[config.mk]
export PLATFORM = sky130hd
export DESIGN_NAME = io_ports_flat
export DESIGN_NICKNAME = d
export VERILOG_FILES = /design/src/rtl/io_ports_pkg.sv /design/src/rtl/io_ports_if.sv /design/src/rtl/io_ports_pad_shifter.sv /design/src/rtl/io_ports.sv /design/src/flat_wrapper.sv
export SDC_FILE = /design/constraint.sdc
export NUM_CORES = 1
export LEC_CHECK = 0
export CAP_MARGIN = 30
export CORE_MARGIN = 8
export CORE_UTILIZATION = 28
export DETAILED_ROUTE_END_ITERATION = 8
export GPL_ROUTABILITY_DRIVEN = 0
export GPL_TIMING_DRIVEN = 0
export PLACE_DENSITY = 0.55
export SLEW_MARGIN = 0
export SYNTH_ARGS = -nofsm -noshare
export SYNTH_HDL_FRONTEND = slang
export SYNTH_SLANG_ARGS = --single-unit
[constraint.sdc]
create_clock -name I_clock -period 3.62 [get_ports I_clock]
set_clock_uncertainty 0.2 [all_clocks]
set_input_delay 0.724 -clock I_clock [delete_from_list [all_inputs] [get_ports I_clock]]
set_output_delay 0.724 -clock I_clock [all_outputs]
set_load 0.05 [all_outputs]
[src/rtl/io_ports_pkg.sv]
// io_ports_pkg
//   Shared types and constants for the CPU I/O window responder
//   ($4014 sprite DMA, $4016/$4017 joypad ports).
//   - dma_state_t : sprite DMA sequencer states
//   - C_addr_*    : low five address bits of the decoded registers
//   - C_data_w / C_addr_w : host bus data and register-address widths
package io_ports_pkg;

    localparam int unsigned C_data_w = 8;
    localparam int unsigned C_addr_w = 5;

    typedef enum logic [2:0] {
        IDLE  = 3'd0,
        HALT  = 3'd1,
        ALIGN = 3'd2,
        READ  = 3'd3,
        WRITE = 3'd4
    } dma_state_t;

    localparam logic [C_addr_w-1:0] C_addr_dma  = 5'h14;
    localparam logic [C_addr_w-1:0] C_addr_pad0 = 5'h16;
    localparam logic [C_addr_w-1:0] C_addr_pad1 = 5'h17;

endpackage

[src/rtl/io_ports_if.sv]
// io_ports_if
//   Host bus and DMA bus bundle between the CPU-side fabric and io_ports.
//   Host side : I_phy2, I_select, I_rdwr, I_addr, I_wr_data -> responder
//               O_rd_data, O_hit                            <- responder
//   DMA side  : O_ready, O_dma_active, O_dma_addr, O_dma_rdwr,
//               O_dma_wr_data                               <- responder
//               I_dma_rd_data                               -> responder
//   Modports: slave = io_ports view, master = host/fabric view.
interface io_ports_if;
    import io_ports_pkg::*;

    logic                I_phy2;
    logic                I_select;
    logic                I_rdwr;
    logic [C_addr_w-1:0] I_addr;
    logic [C_data_w-1:0] I_wr_data;
    logic [C_data_w-1:0] O_rd_data;
    logic                O_hit;

    logic                O_ready;
    logic                O_dma_active;
    logic [15:0]         O_dma_addr;
    logic                O_dma_rdwr;
    logic [C_data_w-1:0] O_dma_wr_data;
    logic [C_data_w-1:0] I_dma_rd_data;

    modport slave (
        input  I_phy2, I_select, I_rdwr, I_addr, I_wr_data, I_dma_rd_data,
        output O_rd_data, O_hit, O_ready, O_dma_active, O_dma_addr,
               O_dma_rdwr, O_dma_wr_data
    );

    modport master (
        output I_phy2, I_select, I_rdwr, I_addr, I_wr_data, I_dma_rd_data,
        input  O_rd_data, O_hit, O_ready, O_dma_active, O_dma_addr,
               O_dma_rdwr, O_dma_wr_data
    );

endinterface

[src/rtl/io_ports_pad_shifter.sv]
// pad_shifter
//   One joypad serialiser. While the strobe is high the register follows the
//   live button state every clock and the serial bit is the live A button.
//   With the strobe low each shift moves the register right and feeds 1s in
//   from the top, so after eight shifts the port reads 1 forever.
//   Ports:
//     I_clock, I_reset : clock, asynchronous active-high reset
//     I_strobe         : shared $4016 strobe latch
//     I_load           : live button state (bit 0 = A ... bit 7 = Right)
//     I_shift          : a completed read of this port
//     O_bit            : serial bit presented on read data bit 0
module pad_shifter
    import io_ports_pkg::*;
(
    input  logic                I_clock,
    input  logic                I_reset,
    input  logic                I_strobe,
    input  logic [C_data_w-1:0] I_load,
    input  logic                I_shift,
    output logic                O_bit
);

    logic [C_data_w-1:0] sh_q;
    logic [C_data_w-1:0] sh_d;

    always_comb begin
        sh_d = sh_q;
        if (I_strobe) begin
            sh_d = I_load;
        end else if (I_shift) begin
            sh_d = {1'b1, sh_q[C_data_w-1:1]};
        end
    end

    always_ff @(posedge I_clock or posedge I_reset) begin
        if (I_reset) begin
            sh_q <= '1;
        end else begin
            sh_q <= sh_d;
        end
    end

    // The register lags the pads by a clock, so strobe-high reads bypass it.
    assign O_bit = I_strobe ? I_load[0] : sh_q[0];

endmodule

[src/rtl/io_ports.sv]
// io_ports
//   Responder for the CPU I/O window at $4014/$4016/$4017.
//   - $4016 write bit 0 sets the shared joypad strobe.
//   - $4016/$4017 reads return {P_open_bus[7:1], pad serial bit}.
//   - $4014 write of page P starts sprite DMA: the core is halted through
//     O_ready and the block masters the bus for 256 read/write pairs,
//     P:00..P:FF -> P_dma_target.
//   Ports:
//     I_clock, I_reset : clock, asynchronous active-high reset
//     I_pad0, I_pad1   : live button state of the two joypads
//     bus              : io_ports_if.slave host bus + DMA bus bundle
module io_ports
    import io_ports_pkg::*;
#(
    parameter logic [15:0]         P_dma_target = 16'h2004,
    parameter logic [C_data_w-1:0] P_open_bus   = 8'h40
)
(
    input  logic                I_clock,
    input  logic                I_reset,
    input  logic [C_data_w-1:0] I_pad0,
    input  logic [C_data_w-1:0] I_pad1,
    io_ports_if.slave           bus
);

    localparam logic [2:0] S_IDLE  = IDLE;
    localparam logic [2:0] S_HALT  = HALT;
    localparam logic [2:0] S_ALIGN = ALIGN;
    localparam logic [2:0] S_READ  = READ;
    localparam logic [2:0] S_WRITE = WRITE;

    logic [2:0]          state_q,  state_d;
    logic                strobe_q, strobe_d;
    logic                par_q,    par_d;
    logic                ready_q,  ready_d;
    logic                active_q, active_d;
    logic [15:0]         addr_q,   addr_d;
    logic                rdwr_q,   rdwr_d;
    logic [C_data_w-1:0] wdata_q,  wdata_d;
    logic [7:0]          page_q,   page_d;
    logic [7:0]          idx_q,    idx_d;

    logic host_wr;
    logic host_rd;
    logic sel_pad0;
    logic sel_pad1;
    logic bit_pad0;
    logic bit_pad1;

    // Host accesses are blanked while DMA owns the bus.
    assign host_wr  = bus.I_select & bus.I_phy2 & ~bus.I_rdwr & ~active_q;
    assign host_rd  = bus.I_select & bus.I_rdwr & ~active_q;
    assign sel_pad0 = (bus.I_addr == C_addr_pad0);
    assign sel_pad1 = (bus.I_addr == C_addr_pad1);

    pad_shifter u_pad0 (
        .I_clock  (I_clock),
        .I_reset  (I_reset),
        .I_strobe (strobe_q),
        .I_load   (I_pad0),
        .I_shift  (host_rd & bus.I_phy2 & sel_pad0),
        .O_bit    (bit_pad0)
    );

    pad_shifter u_pad1 (
        .I_clock  (I_clock),
        .I_reset  (I_reset),
        .I_strobe (strobe_q),
        .I_load   (I_pad1),
        .I_shift  (host_rd & bus.I_phy2 & sel_pad1),
        .O_bit    (bit_pad1)
    );

    assign bus.O_hit     = host_rd & (sel_pad0 | sel_pad1);
    assign bus.O_rd_data = ~bus.O_hit ? '0 :
                           {P_open_bus[C_data_w-1:1], (sel_pad0 ? bit_pad0 : bit_pad1)};

    // Next-state logic: everything advances only on I_phy2 bus cycles, and
    // the registered DMA outputs are computed for the state being entered.
    always_comb begin
        state_d  = state_q;
        strobe_d = strobe_q;
        par_d    = par_q;
        ready_d  = ready_q;
        active_d = active_q;
        addr_d   = addr_q;
        rdwr_d   = rdwr_q;
        wdata_d  = wdata_q;
        page_d   = page_q;
        idx_d    = idx_q;

        if (host_wr && (bus.I_addr == C_addr_pad0)) begin
            strobe_d = bus.I_wr_data[0];
        end

        if (bus.I_phy2) begin
            par_d = ~par_q;
            case (state_q)
                S_IDLE: begin
                    if (host_wr && (bus.I_addr == C_addr_dma)) begin
                        page_d   = bus.I_wr_data;
                        idx_d    = 8'h00;
                        state_d  = S_HALT;
                        ready_d  = 1'b0;
                        active_d = 1'b1;
                        rdwr_d   = 1'b1;
                    end
                end
                S_HALT: begin
                    // An odd-parity halt cycle costs one extra alignment cycle.
                    if (par_q) begin
                        state_d = S_ALIGN;
                    end else begin
                        state_d = S_READ;
                        addr_d  = {page_q, idx_q};
                        rdwr_d  = 1'b1;
                    end
                end
                S_ALIGN: begin
                    state_d = S_READ;
                    addr_d  = {page_q, idx_q};
                    rdwr_d  = 1'b1;
                end
                S_READ: begin
                    state_d = S_WRITE;
                    addr_d  = P_dma_target;
                    rdwr_d  = 1'b0;
                    wdata_d = bus.I_dma_rd_data;
                end
                S_WRITE: begin
                    // idx wraps within the page; FF ends the transfer.
                    idx_d = idx_q + 8'd1;
                    if (idx_q == 8'hFF) begin
                        state_d  = S_IDLE;
                        ready_d  = 1'b1;
                        active_d = 1'b0;
                        rdwr_d   = 1'b1;
                    end else begin
                        state_d = S_READ;
                        addr_d  = {page_q, idx_q + 8'd1};
                        rdwr_d  = 1'b1;
                    end
                end
                default: begin
                    state_d  = S_IDLE;
                    ready_d  = 1'b1;
                    active_d = 1'b0;
                    rdwr_d   = 1'b1;
                end
            endcase
        end
    end

    always_ff @(posedge I_clock or posedge I_reset) begin
        if (I_reset) begin
            state_q  <= S_IDLE;
            strobe_q <= 1'b0;
            par_q    <= 1'b0;
            ready_q  <= 1'b1;
            active_q <= 1'b0;
            addr_q   <= 16'h0000;
            rdwr_q   <= 1'b1;
            wdata_q  <= '0;
        end else begin
            state_q  <= state_d;
            strobe_q <= strobe_d;
            par_q    <= par_d;
            ready_q  <= ready_d;
            active_q <= active_d;
            addr_q   <= addr_d;
            rdwr_q   <= rdwr_d;
            wdata_q  <= wdata_d;
        end
    end

    // Page and index are only meaningful once a $4014 write has loaded them.
    always_ff @(posedge I_clock) begin
        page_q <= page_d;
        idx_q  <= idx_d;
    end

    assign bus.O_ready       = ready_q;
    assign bus.O_dma_active  = active_q;
    assign bus.O_dma_addr    = addr_q;
    assign bus.O_dma_rdwr    = rdwr_q;
    assign bus.O_dma_wr_data = wdata_q;

endmodule

[src/flat_wrapper.sv]
// flat-port wrapper written by rule: the top's interface ports become plain ports
module io_ports_flat import io_ports_pkg::*;
#(
    parameter logic [15:0]         P_dma_target = 16'h2004,
    parameter logic [C_data_w-1:0] P_open_bus   = 8'h40
)
  (I_clock, I_reset, I_pad0, I_pad1, bus_I_phy2, bus_I_select, bus_I_rdwr, bus_I_addr, bus_I_wr_data, bus_I_dma_rd_data, bus_O_rd_data, bus_O_hit, bus_O_ready, bus_O_dma_active, bus_O_dma_addr, bus_O_dma_rdwr, bus_O_dma_wr_data);
  io_ports_if bus_i ();
  input  logic I_clock;
  input  logic I_reset;
  input  logic [C_data_w-1:0] I_pad0;
  input  logic [C_data_w-1:0] I_pad1;
  input wire logic [$bits(bus_i.I_phy2)-1:0] bus_I_phy2;
  input wire logic [$bits(bus_i.I_select)-1:0] bus_I_select;
  input wire logic [$bits(bus_i.I_rdwr)-1:0] bus_I_rdwr;
  input wire logic [$bits(bus_i.I_addr)-1:0] bus_I_addr;
  input wire logic [$bits(bus_i.I_wr_data)-1:0] bus_I_wr_data;
  input wire logic [$bits(bus_i.I_dma_rd_data)-1:0] bus_I_dma_rd_data;
  output wire logic [$bits(bus_i.O_rd_data)-1:0] bus_O_rd_data;
  output wire logic [$bits(bus_i.O_hit)-1:0] bus_O_hit;
  output wire logic [$bits(bus_i.O_ready)-1:0] bus_O_ready;
  output wire logic [$bits(bus_i.O_dma_active)-1:0] bus_O_dma_active;
  output wire logic [$bits(bus_i.O_dma_addr)-1:0] bus_O_dma_addr;
  output wire logic [$bits(bus_i.O_dma_rdwr)-1:0] bus_O_dma_rdwr;
  output wire logic [$bits(bus_i.O_dma_wr_data)-1:0] bus_O_dma_wr_data;
  assign bus_i.I_phy2 = bus_I_phy2;
  assign bus_i.I_select = bus_I_select;
  assign bus_i.I_rdwr = bus_I_rdwr;
  assign bus_i.I_addr = bus_I_addr;
  assign bus_i.I_wr_data = bus_I_wr_data;
  assign bus_i.I_dma_rd_data = bus_I_dma_rd_data;
  assign bus_O_rd_data = bus_i.O_rd_data;
  assign bus_O_hit = bus_i.O_hit;
  assign bus_O_ready = bus_i.O_ready;
  assign bus_O_dma_active = bus_i.O_dma_active;
  assign bus_O_dma_addr = bus_i.O_dma_addr;
  assign bus_O_dma_rdwr = bus_i.O_dma_rdwr;
  assign bus_O_dma_wr_data = bus_i.O_dma_wr_data;
  io_ports #(.P_dma_target(P_dma_target), .P_open_bus(P_open_bus)) u_core (.I_clock(I_clock), .I_reset(I_reset), .I_pad0(I_pad0), .I_pad1(I_pad1), .bus(bus_i));
endmodule
# --- Word level (Yosys, flattened, before mapping) ---
# Index checks and enable logic that the tools add are counted.
totals:
  rom_bits: 0
  inputBits: 42
  ff_bits: 64
  word_cells: 79
  n_memories: 0
  ramBits: 0
  output_inout_bits: 36
  latchBits: 0
classes:
  n_eq_ne: 12
  muxes: 25
  shifts: 0
  reduce_logical: 15
  n_bitwise: 14
  magnitude_cmp: 0
  add_sub_neg: 1
  div: 0
  multipliers: 0
ops:
  columns: ["cell", "n"]
  rows:
  - ["16-bit one-hot mux with 4 select lines", 1]
  - ["8-bit two-way mux", 5]
  - ["16-bit two-way mux", 2]
  - ["8-bit one-hot mux with 2 select lines", 1]
  - ["5-bit equality test, second input constant", 3]
  - ["3-bit one-hot mux with 5 select lines", 1]
  - ["1-bit bitwise AND", 9]
  - ["1-bit two-way mux", 9]
  - ["1-bit one-hot mux with 3 select lines", 3]
  - ["3-bit AND reduction", 3]
  - ["8-bit by 1-bit adder with 8-bit output, second input constant", 1]
  - ["8-bit equality test, second input constant", 1]
  - ["4-bit AND reduction", 2]
  - ["7-bit two-way mux", 1]
  - ["3-bit by 2-bit equality test with 1-bit output, second input constant", 2]
  - ["2-bit nonzero test", 3]
  - ["2-bit by 1-bit != test with 1-bit output, second input constant", 2]
  - ["2-bit != test, second input constant", 2]
  - ["1-bit inverter", 4]
  - ["2-bit AND reduction", 2]
  - ["4-bit nonzero test", 1]
  - ["3-bit by 1-bit equality test with 1-bit output, second input constant", 1]
  - ["3-bit equality test, second input constant", 1]
  - ["3-bit zero test", 1]
  - ["other kinds (5)", 6]

# --- Logic depth before layout (Yosys ltp) ---
logic_depth:
  word_depth: 6
  ltp_mapped: 6
  mapped_depth_nobuf: 5

# --- Hierarchy ---
# A second synthesis with hierarchy kept.
hier_totals:
  hier_cells: 269
  hier_area_um2: 3072.9
by_module_without_submodules:
  columns: ["mod", "area_per_inst_um2", "cells_each", "n_inst"]
  rows:
  - ["io_ports", 2294.7, 195, 1]
  - ["pad_shifter", 389.1, 37, 2]

# --- Worst setup path before layout ---
# OpenSTA, ideal clock, no wires.
synth_path:
  kind: "in2out"
  startpoint: "input port bus_I_addr[3]"
  endpoint: "output port bus_O_rd_data[0]"
  stages: 3
  required_ns: 2.696
  t_arrival_ns: 2.878
  setup_slack_ns: -0.182
  path_cell_list: "nand4b_1 -> nor3_1 -> and2_1"
synth_via:
  elab_chain_len: 4
  word_cells_on_any_way: 6
  cone_classes: "eq/ne (2); mux (2); bitwise (2)"
synth_rtl:
  columns: ["item", "line", "rtl"]
  rows:
  - ["from (decl)", "flat_wrapper.sv:16", "input wire logic [$bits(bus_i.I_addr)-1:0] bus_I_addr;"]
  - ["5-bit equality test (on tied branches)", "io_ports.sv:53, io_ports.sv:54", null]
  - ["1-bit OR (*)", "io_ports.sv:74", "assign bus.O_hit = host_rd & (sel_pad0 | sel_pad1);"]
  - ["1-bit bitwise AND (*)", "io_ports.sv:74", null]
  - ["net bus_O_hit", "flat_wrapper.sv:20", "output wire logic [$bits(bus_i.O_hit)-1:0] bus_O_hit;"]
  - ["7-bit two-way mux (*)", "io_ports.sv:75", "assign bus.O_rd_data = ~bus.O_hit ? '0 :"]
  - ["to (decl)", "flat_wrapper.sv:19", "output wire logic [$bits(bus_i.O_rd_data)-1:0] bus_O_rd_data;"]
# Mark *: on every way through the listed nets, which the timed path passes. The rest lies on a longest branch.

# --- Final worst setup path ---
layout_path:
  startpoint: "input port bus_I_addr[3]"
  endpoint: "output port bus_O_rd_data[0]"
layout_via:
  elab_chain_len: 4
  word_cells_on_any_way: 6
  cone_classes: "eq/ne (2); mux (2); bitwise (2)"
layout_rtl:
  columns: ["item", "line"]
  rows:
  - ["5-bit equality test (on tied branches)", "io_ports.sv:53, io_ports.sv:54"]
  - ["1-bit OR", "io_ports.sv:74"]
  - ["1-bit bitwise AND", "io_ports.sv:74"]
  - ["7-bit two-way mux (*)", "io_ports.sv:75"]
# Every way passes the cells marked *; elsewhere a longest branch is shown, timed or not.

==> results.sh <==
export IMPL_cts_htree_levels=3
export IMPL_cts_buffers=9
export IMPL_detail_route_iter0_violations=90
export IMPL_critPathKind="in2out"
export IMPL_synth_ff_type="dfrtp_1"
export IMPL_die_h_um=121.3
export IMPL_yosysWarnings=0
export IMPL_maxCapViolCount=0
export IMPL_path_buf_inv=2
export IMPL_setup_viol=0
export IMPL_slowest_delay_ns=0.42
export IMPL_area_growth_pct=36.99
export IMPL_hold_viol=0
export IMPL_power_density_nw_per_um2=800.6
export IMPL_grt_usage_pct=10.10
export IMPL_tightest_slew_ns=0.6246
export IMPL_ant_nets=0
export IMPL_crit_end="bus_O_rd_data[0]"
export IMPL_hold_class="reg2reg"
export IMPL_cts_root_buffer="clkbuf_8"
export IMPL_synth_area_per_cell_um2=12.42
export IMPL_routedWlPerCell_um=14.76
export IMPL_dp_hpwl_um=5280
export IMPL_cts_sinks=64
export IMPL_synthesis_area_um2=3105
export IMPL_synth_common_cells="45 x mux2_2, 30 x dfrtp_1, 18 x dfstp_2, 17 x nand2_1, 16 x edfxtp_1"
export IMPL_synth_most_common_cell="mux2_2"
export IMPL_synth_distinct_cells=49
export IMPL_multi_input_area_um2=1277
export IMPL_p_total_w=0.003406
export IMPL_status="finished, final reports clean"
export IMPL_synth_edf_count=16
export IMPL_critPathLaunch="bus_I_addr[3]"
export IMPL_cts_tree="done"
export IMPL_io_pins=78
export IMPL_dr_total_vias=2193
export IMPL_row_count=38
export IMPL_numPortBuffers=71
export IMPL_max_clock_freq_mhz=286.3
export IMPL_seq_area_frac_synth_pct=54.88
export IMPL_start_util_pct=28.65
export IMPL_syn_inst=250
export IMPL_die_area_um2=14720
export IMPL_die_x_um=121.3
export IMPL_finalMaxSlewViolations=0
export IMPL_r2r_setup_slack_ns=1.24
export IMPL_whs_ns=0.2901
export IMPL_fin_crit_sh_pct=96.50
export IMPL_cp_top_family="buffers and inverters"
export IMPL_drc_errors=0
export IMPL_grt_max_degree=40
export IMPL_endpoint_kind="primary output"
export IMPL_async_flop_share_pct=75.00
export IMPL_diodes=0
export IMPL_synth_area_leaders="dfrtp_1 24%, mux2_2 16%, edfxtp_1 15%"
export IMPL_timing_slew_headroom_pct=58.01
export IMPL_r2r_start="u_core.idx_q[0]"
export IMPL_clk_pin_slew_ns=0.08
export IMPL_core_area_um2=10840
export IMPL_post_drt_via_cell_ratio=4.512
export IMPL_leakage_nw=1.687
export IMPL_fin_nets=384
export IMPL_post_route_util_pct=39.24
export IMPL_grt_overflow=0
export IMPL_yosys_register_bits=64
export IMPL_synth_area_leader_cell="dfrtp_1"
export IMPL_drive_gt1_share_pct=29.77
export IMPL_grt_setup_unrepaired="no"
export IMPL_worst_setup_path_start_kind="input pin"
export IMPL_grt_pass1_wl_um=11740
export IMPL_path_max_fanout=5
export IMPL_r2r_cells=6
export IMPL_synth_top_cell_area_share_pct=24.17
export IMPL_crit_cells=6
export IMPL_grt_pass1_vias=2349
export IMPL_worstSkewPairLatency_ns=0.34
export IMPL_worst_r2r_endpoint="u_core.bus.O_dma_addr[1]"
export IMPL_seqCellArea_um2=1704
export IMPL_n_fill_cell=1076
export IMPL_crit_required_ns=2.70
export IMPL_peakVddDrop_mv=0.4738
export IMPL_critical_path_arrival_ns=2.57
export IMPL_hold_buffers=0
export IMPL_clock_path_buffers=2
export IMPL_cp_cell_sequence="clkdlybuf4s50_1 > nand4b_1 > nor2_1 > mux4_2 > and2_1 > dlygate4sd2_1"
export IMPL_wl_um=7173
export IMPL_finalCriticalPeriod_ns=3.493
export IMPL_cpMaxStageDelayCell="dlygate4sd2_1"
export IMPL_antenna_found_initial=0
export IMPL_dr_pass1_iters=5
logic make-up (layout without fill, tap and decap cells):
group | after synthesis | after routing | synth area share (%)
multiplexers | 55 | 55 | 20.02
adder cells (fa/ha/maj) | 1 | 1 | 0.4028
AO/OA/AOI/OAI | 31 | 31 | 6.366
flip-flops | 64 | 64 | 54.87
buffers and inverters | 30 | 121 | 4.955
AND/OR/NAND/NOR | 63 | 63 | 11.85
XOR/XNOR | 5 | 5 | 1.410
other | 1 | 6 | 0.1208
timing repair:
item	in CTS	in global routing
pin swaps	0	1
endpoints found under the setup margin	3	2
buffers inserted	0	2
resized for setup	3	0
area by class of cell:
| cell class | instances | share of cell area, % |
|---|---|---|
| repair buffers | 75 | 17.62 |
| clock inverters | 7 | 1.647 |
| well taps | 140 | 4.118 |
| inverters | 12 | 1.059 |
| flip-flops and latches | 64 | 40.06 |
| clock buffers | 9 | 2.912 |
| multi-input cells | 161 | 30.03 |
| plain buffers | 18 | 2.559 |
report_power, final:
group	total (W)	internal, W	switching, W
Clock	0.000616	0.000318	0.000298
Combinational	0.00159	0.000662	0.000923
Sequential	0.00120	0.00106	0.000142
layer usage:
layer  track usage, %  wire, um
met5                0         0
met4            3.161        39
met3            5.212       693
met2            16.04      3350
met1            11.53      3089
per-stage QoR:
stage,area (um2),setup slack [ns],TNS (ns),instances
after global placement,4015,-1.058,-15.52,466
after detailed placement,4049,-0.3018,-0.6927,468
after global routing,4254,0.02181,0,486
after CTS,4239,-0.02137,-0.02137,484
after floorplan,3129,0.2978,0,255
final,4254,0.1267,0,486
placed cells by master (no fill, tap or decap), types with 2 or more instances in the layout:
master	instances
buf_2	3
nor2_1	11
conb_1	6
clkbuf_1	5
and3_1	2
dfrtp_1	30
nor4_4	2
a21oi_1	4
dlygate4sd2_1	3
xnor2_1	2
inv_6	2
clkinv_1	2
dfstp_2	18
inv_1	11
clkdlybuf4s50_1	68
nand4_1	3
nand3b_1	2
o21a_1	3
xor2_1	3
buf_4	11
nand2_1	17
mux2_1	2
mux2i_1	7
clkbuf_8	9
nand2b_1	2
edfxtp_1	16
o21ai_0	14
nand3_1	11
mux2_2	45
and2_1	2
clkinvlp_4	2
flip-flops by register name, summed over array words and instances, names as in the netlist:
| name | count |
|---|---|
| u_core.idx_q | 8 |
| u_core.u_pad0.sh_q | 8 |
| u_core.bus.O_dma_wr_data | 8 |
| u_core.bus.O_dma_addr | 16 |
| u_core.bus.O_dma_active | 1 |
| u_core.page_q | 8 |
| u_core.state_q | 3 |
| u_core.u_pad1.sh_q | 8 |
| u_core.bus.O_ready | 1 |
| u_core.strobe_q | 1 |
| u_core.par_q | 1 |
| u_core.bus.O_dma_rdwr | 1 |
worst min path at each step:
stage	from	to	slack, ns	cells after the start
2_1_floorplan	u_core.par_q	u_core.par_q	0.26	1
3_3_place_gp	u_core.bus.O_dma_addr[7]	u_core.bus.O_dma_addr[7]	0.27	1
3_5_place_dp	u_core.bus.O_ready	u_core.bus.O_ready	0.28	2
4_1_cts	u_core.bus.O_ready	u_core.bus.O_ready	0.29	2
5_1_grt	u_core.bus.O_dma_addr[7]	u_core.bus.O_dma_addr[7]	0.31	1
6_report	u_core.bus.O_ready	u_core.bus.O_ready	0.29	2
worst min-delay path, stage by stage (launching register included):
cell and delay (ns):
dfstp_2 0.37, inv_1 0.04, o21ai_0 0.07
Power figures use the tool's default switching activity.
